File: src/rtl/lamp.sv
// LAMP: 1 Hz blink on o_led1 and a triangular "breathing" PWM on o_led2.
// Three free-running dividers: half-second toggle, PWM counter, and the
// duty-ramp step divider. Both outputs come straight from flip-flops.
module lamp #(
  parameter int unsigned c_freq     = 12000000,
  parameter int unsigned c_pwm_bits = 8
) (
  input  logic i_clk,
  input  logic i_rst,
  output logic o_led1,
  output logic o_led2
);

  // Half-second divider geometry
  localparam int unsigned H  = c_freq / 2;
  localparam int unsigned HW = (H > 1) ? $clog2(H) : 1;

  // Ramp step divider geometry; clamped to 1 so a step still exists if the
  // PWM width is large relative to the clock frequency
  localparam int unsigned S_RAW = c_freq >> (c_pwm_bits + 1);
  localparam int unsigned S     = (S_RAW == 0) ? 1 : S_RAW;
  localparam int unsigned SW    = (S > 1) ? $clog2(S) : 1;

  localparam logic [HW-1:0]         H_LAST = HW'(H - 1);
  localparam logic [HW-1:0]         H_ONE  = HW'(1);
  localparam logic [SW-1:0]         S_LAST = SW'(S - 1);
  localparam logic [SW-1:0]         S_ONE  = SW'(1);
  localparam logic [c_pwm_bits-1:0] P_ONE  = c_pwm_bits'(1);
  localparam logic [c_pwm_bits-1:0] D_MAX  = '1;

  typedef enum logic {
    DIR_UP   = 1'b0,
    DIR_DOWN = 1'b1
  } dir_t;

  logic [HW-1:0]         h_cnt_q, h_cnt_d;
  logic                  led1_q, led1_d;
  logic [SW-1:0]         s_cnt_q, s_cnt_d;
  logic                  step;
  logic [c_pwm_bits-1:0] p_cnt_q, p_cnt_d;
  logic [c_pwm_bits-1:0] duty_q, duty_d;
  dir_t                  dir_q, dir_d;
  logic                  led2_q, led2_d;

  // Divider next-state: half-second toggle, step pulse, PWM counter and compare
  always_comb begin
    h_cnt_d = h_cnt_q + H_ONE;
    led1_d  = led1_q;
    if (h_cnt_q == H_LAST) begin
      h_cnt_d = '0;
      led1_d  = ~led1_q;
    end

    step    = (s_cnt_q == S_LAST);
    s_cnt_d = step ? '0 : (s_cnt_q + S_ONE);

    p_cnt_d = p_cnt_q + P_ONE;
    led2_d  = (p_cnt_q < duty_q);
  end

  // Duty ramp next-state: saturate at either end and reverse direction there
  always_comb begin
    duty_d = duty_q;
    dir_d  = dir_q;
    if (step) begin
      unique case (dir_q)
        DIR_UP: begin
          if (duty_q == D_MAX) dir_d  = DIR_DOWN;
          else                 duty_d = duty_q + P_ONE;
        end
        DIR_DOWN: begin
          if (duty_q == '0) dir_d  = DIR_UP;
          else              duty_d = duty_q - P_ONE;
        end
        default: dir_d = DIR_UP;
      endcase
    end
  end

  // State registers with asynchronous reset
  always_ff @(posedge i_clk or posedge i_rst) begin
    if (i_rst) begin
      h_cnt_q <= '0;
      led1_q  <= 1'b0;
      s_cnt_q <= '0;
      p_cnt_q <= '0;
      duty_q  <= '0;
      dir_q   <= DIR_UP;
      led2_q  <= 1'b0;
    end else begin
      h_cnt_q <= h_cnt_d;
      led1_q  <= led1_d;
      s_cnt_q <= s_cnt_d;
      p_cnt_q <= p_cnt_d;
      duty_q  <= duty_d;
      dir_q   <= dir_d;
      led2_q  <= led2_d;
    end
  end

  assign o_led1 = led1_q;
  assign o_led2 = led2_q;

endmodule

File: config.mk
export PLATFORM = sky130hd
export DESIGN_NAME = lamp
export DESIGN_NICKNAME = d
export VERILOG_FILES = /design/src/rtl/lamp.sv
export SDC_FILE = /design/constraint.sdc
export NUM_CORES = 1
export LEC_CHECK = 0
export ABC_AREA = 1
export CORE_ASPECT_RATIO = 1.1
export CORE_MARGIN = 2
export CORE_UTILIZATION = 55
export CTS_CLUSTER_DIAMETER = 80
export DETAILED_ROUTE_END_ITERATION = 7
export GPL_TIMING_DRIVEN = 0
export HOLD_SLACK_MARGIN = 0.03
export MAX_ROUTING_LAYER = met4
export PLACE_DENSITY_LB_ADDON = 0.15
export SETUP_SLACK_MARGIN = 0.05
export SYNTH_ARGS = -nofsm -noshare
export SYNTH_HDL_FRONTEND = slang
export SYNTH_SLANG_ARGS = --single-unit
File: constraint.sdc
create_clock -name i_clk -period 1.8 [get_ports i_clk]
set_input_delay 0.18 -clock i_clk [delete_from_list [all_inputs] [get_ports i_clk]]
set_output_delay 0.18 -clock i_clk [all_outputs]
set_load 0.02 [all_outputs]
# --- Word level (Yosys, flattened, before mapping) ---
# Index checks and enable logic that the tools add are counted.
totals:
  ram_bits: 0
  rom_bits: 0
  ff_bits: 57
  n_memories: 0
  latch_bits: 0
op_classes:
  shift: 0
  add_sub_neg: 5
  bitwise: 2
  n_mux: 8
  div: 0
  order_cmp: 1
  reduce_logical: 2
  mul: 0
  n_eq_ne: 5
op_table:
  columns: ["op", "n"]
  rows:
  - ["adder 23 x 1 -> 23 bit, second input constant", 1]
  - ["equality test 23 bit, second input constant", 1]
  - ["2-to-1 mux 23 bit", 1]
  - ["adder 8 x 1 -> 8 bit, second input constant", 2]
  - ["2-to-1 mux 8 bit", 2]
  - ["case mux 8 bit (2 select lines)", 1]
  - ["adder 15 x 1 -> 15 bit, second input constant", 1]
  - ["equality test 15 bit, second input constant", 1]
  - ["2-to-1 mux 15 bit", 1]
  - ["equality test 8 bit, second input constant", 1]
  - ["zero test 8 bit", 1]
  - ["< comparator 8 bit", 1]
  - ["subtractor 8 x 1 -> 8 bit, second input constant", 1]
  - ["!= test 2 bit, second input constant", 2]
  - ["AND reduction 3 bit", 1]
  - ["2-to-1 mux 1 bit", 2]
  - ["inverter 1 bit", 2]
  - ["case mux 1 bit (2 select lines)", 1]

# --- Depth between registers and ports, before layout ---
depth:
  depth_word: 3
  mapped_depth: 11

# --- Least setup slack after synthesis ---
# No wires, ideal clock.
synth_path:
  path_type: "register to register"
  startpoint: "register dir_q"
  endpoint: "register duty_q[6]"
  arrival_time_ns: 1.403
  required_ns: 1.684
  period_less_slack_ns: 1.520
  setup_time_ns: 0.116
  stages_incl_launch_ff: 11
  path_buffers: 0
  path_slack_ns: 0.280
  cell_sequence: "dfrtp_1 inv_1 fa_1 inv_1 nand2_1 nand2_1 nand3_1 nand3_1 nand2_1 nand2_1 nand2_1"
synth_between:
  elab_chain_len: 3
synth_rtl:
  columns: ["item", "line_no", "source"]
  rows:
  - ["from (decl)", "42", "dir_t dir_q, dir_d;"]
  - ["from (signal assigned)", "96", "dir_q <= dir_d;"]
  - ["inverter 1 bit", null, null]
  - ["!= test 2 bit (no line)", null, null]
  - ["AND reduction 3 bit (no line)", null, null]
  - ["to (signal assigned)", "95", "duty_q <= duty_d;"]
  - ["to (decl)", "41", "logic [c_pwm_bits-1:0] duty_q, duty_d;"]
# Parallel ways exist; a longest one is shown, timed or not.
# A chain may end at the register's enable or synchronous reset.

# --- Final worst setup path ---
# Same ends and word-level chain as after synthesis.

==> qor_table.md <==
| Result | Reported |
|---|---|
| Number of antenna violations at the first check in global routing | 0 |
| Weighted congestion at the end of routability-driven global placement | 0.886 |
| Power density over the cells | 666 nW/um^2 |
| Number of nets in the layout | 540 |
| Number of synthesized register bits | 57 |
| Maximum resistive drop on vdd | 0.588 mV |
| Cell types with the largest area share after synthesis | sky130_fd_sc_hd__dfrtp_1, sky130_fd_sc_hd__nand2_1, sky130_fd_sc_hd__nor2_1 |
| Endpoint of the worst register-to-register path | duty_q[6] |
| Required time of the worst setup path | 2.02 ns |
| Commonest non-fill, non-tap cells in the layout | sky130_fd_sc_hd__nand2_1, sky130_fd_sc_hd__nor2_1, sky130_fd_sc_hd__inv_1 |
| Leak Pwr | 1.97 nW |
| Post-synth design cell area | 3650 um^2 |
| Critical path class | reg2reg |
| Detailed placer's ending HPWL | 5450 um |
| Syn nets | 521 |
| Die Outline Area | 7300 um^2 |
| Number of maximum-capacitance constraint violations | 0 |
| Routed via count | 3092 |
| Synth Instances | 501 |
| Global-route wire length before repair | 12400 um |
| Endpoint type of the worst setup path | flop |
| Tightest slew margin relative to the limit | 0.773 |
| Sum of overflow across all layers after global routing | 0 |
| Worst hold-check path type | in2async |
| Min Hold Slack | 0.117 ns |
| Crit path from | dir_q |
| Worst Max-Slew Pin Slew | 0.340 ns |
| Maximum number of pins on one net before global-route repair | 44 |
| Port buffer count | 3 |
| DRC violation total after the first TritonRoute iteration | 88 |
| Final cycle utilization of the critical path | 0.903 |
| Fillcell total | 606 |
| Starting density of the core | 0.560 |
| Total core area | 6520 um^2 |
| Die Wd | 81.6 um |
| Clock transition at the register clock pins on the worst setup and hold paths after CTS | 0.07 ns |
| Total wirelength of the detailed-routed design | 7270 um |
| CP Launch Type | flop |
| Post-DR vias/cell | 5.09 |
| Synthesis-to-finish area growth | 11.5% |
| Num Clock Sinks | 57 |
| GRT Util Overall | 0.227 |
| CTS tree | done |
| Largest driver fanout on the critical path | 8 |
| Setup clock skew after layout | 0.0103 ns |
| Share of cells above drive strength 1 | 0.105 |
| RSZ-0062 raised after global routing | true |
| Slew Viols, Final | 0 |
| Synth Area per Inst | 7.28 um^2 |
| Maximum clock insertion buffer count | 2 |
| Sequential area share after synthesis | 0.391 |
| Final setup violation count | 0 |
| Post-layout minimum cycle time | 1.63 ns |
| Top-area cell type share of the netlist area | 0.391 |
| Outcome | complete, no violations |
| Finished Core Util | 0.624 |
| Launching point of the worst reg2reg path | dir_q |
| Number of distinct library cells after synthesis | 27 |
| Residual DRC count | 0 |
| Number of warning messages in the yosys log | 0 |
| Biggest area consumer among synthesized cells | sky130_fd_sc_hd__dfrtp_1 |
| Clock latency on the worst-skew pair | 0.34 ns |
| Die height | 89.4 um |
| Clock root buffer | sky130_fd_sc_hd__clkbuf_8 |
| Most common library cell in the layout ignoring fill and taps | sky130_fd_sc_hd__nand2_1 |
| Top-Level Pins | 4 |
| First-pass iteration count of the detailed router | 4 |
| Maximum clock frequency | 615 MHz |
| Inserted Diodes | 0 |
| H-tree levels | 3 |
| Via count of the first global-routing pass | 2964 |
| Crit path DAT | 1.85 ns |
| R2R depth | 10 |
| Total power after layout | 2.71 mW |
| Count of endpoints failing hold in the final timing report | 0 |
| DR WL/cell | 12.0 um |
| Core Rows | 31 |
| Reg-to-reg slack, setup | 0.17 ns |
| Number of clock buffers inserted by TritonCTS | 9 |
| Count of antenna-violating nets left after detailed routing | 0 |
cells in the mapped netlist:
master	count
sky130_fd_sc_hd__a21oi_1	11
sky130_fd_sc_hd__and2_2	1
sky130_fd_sc_hd__dfrtp_1	57
sky130_fd_sc_hd__fa_1	1
sky130_fd_sc_hd__ha_1	17
sky130_fd_sc_hd__inv_1	71
sky130_fd_sc_hd__inv_2	2
sky130_fd_sc_hd__nand2_1	146
sky130_fd_sc_hd__nand2_2	5
sky130_fd_sc_hd__nand3_1	31
sky130_fd_sc_hd__nand3_2	5
sky130_fd_sc_hd__nand3_4	2
sky130_fd_sc_hd__nand4_1	11
sky130_fd_sc_hd__nor2_1	84
sky130_fd_sc_hd__nor2_2	4
sky130_fd_sc_hd__nor2_4	8
sky130_fd_sc_hd__nor3_1	7
sky130_fd_sc_hd__nor3_4	1
sky130_fd_sc_hd__nor3b_1	2
sky130_fd_sc_hd__nor4_1	1
sky130_fd_sc_hd__o21ai_0	7
sky130_fd_sc_hd__o21ai_1	2
sky130_fd_sc_hd__o21ai_2	2
sky130_fd_sc_hd__o21bai_1	1
sky130_fd_sc_hd__or2_2	1
sky130_fd_sc_hd__xnor2_1	6
sky130_fd_sc_hd__xor2_1	15
worst max path at each step:
stage                        to  cells past startpoint
finish                duty_q[6]                     10
global route          duty_q[6]                     10
CTS                 h_cnt_q[10]                      6
detailed placement    duty_q[6]                     10
global placement      duty_q[4]                      2
floorplan                 dir_q                      1
what timing repair did:
action	in CTS	in global routing
buffers inserted	0	4
pin swaps	0	1
gates resized for setup	1	2
hold buffers	0	0
setup endpoints to repair	1	8
state kept, by name (all words and copies together) (netlist names):
register and count:
h_cnt_q 23, o_led1 1, s_cnt_q 15, duty_q 8, dir_q 1, p_cnt_q 8
o_led2 1
layout make-up:
cell class / instances / area (um^2) / area share
Multi-Input combinational cell: 371 / 1950 / 0.480
Sequential cell: 57 / 1430 / 0.351
Inverter: 73 / 274 / 0.0674
Clock buffer: 12 / 155 / 0.0382
Tap cell: 82 / 103 / 0.0252
Timing Repair Buffer: 8 / 80.1 / 0.0197
Clock inverter: 4 / 75.1 / 0.0185
per-layer routing:
layer / vias up / GRT usage / wire length [um]
met5: - / - / 0
met4: 0 / 0.117 / 212
met3: 19 / 0.0434 / 151
met2: 27 / 0.399 / 3670
met1: 1453 / 0.242 / 3240
li1: 1593 / - / -
critical path, cell delays in order (launching register included):
cell and delay, ns:
sky130_fd_sc_hd__dfrtp_2 0.46, sky130_fd_sc_hd__inv_1 0.11, sky130_fd_sc_hd__fa_1 0.40, sky130_fd_sc_hd__inv_1 0.07, sky130_fd_sc_hd__nand2_1 0.05, sky130_fd_sc_hd__nand2_1 0.08
sky130_fd_sc_hd__nand3_1 0.10, sky130_fd_sc_hd__nand3_1 0.08, sky130_fd_sc_hd__nand2_1 0.05, sky130_fd_sc_hd__nand2_1 0.06, sky130_fd_sc_hd__nand2_1 0.05
stage by stage:
step                TNS, ns  setup slack [ns]  cells  area [um^2]
floorplan                 0             0.220    501         3650
global placement     -46.19            -0.815    586         3780
detailed placement        0            0.0338    587         3800
CTS                       0            0.0704    603         4030
global route              0            0.0368    607         4070
finish                    0             0.175    607         4070
kinds of logic after synthesis:
kind of cell	Yosys count	synth area share
compound gates	23	0.0343
xor+xnor	21	0.0504
fa+ha+maj	18	0.0638
buf+inv	73	0.0751
flops	57	0.391
simple gates	309	0.385
power breakdown:
part           internal [mW]  switching (mW)  leakage, nW
registers               1.28               0        0.750
clock network          0.856           0.540        0.109
logic                0.00655          0.0253         1.11
total                   2.14           0.565         1.97
Note: power is estimated with default switching activity, not from simulation.
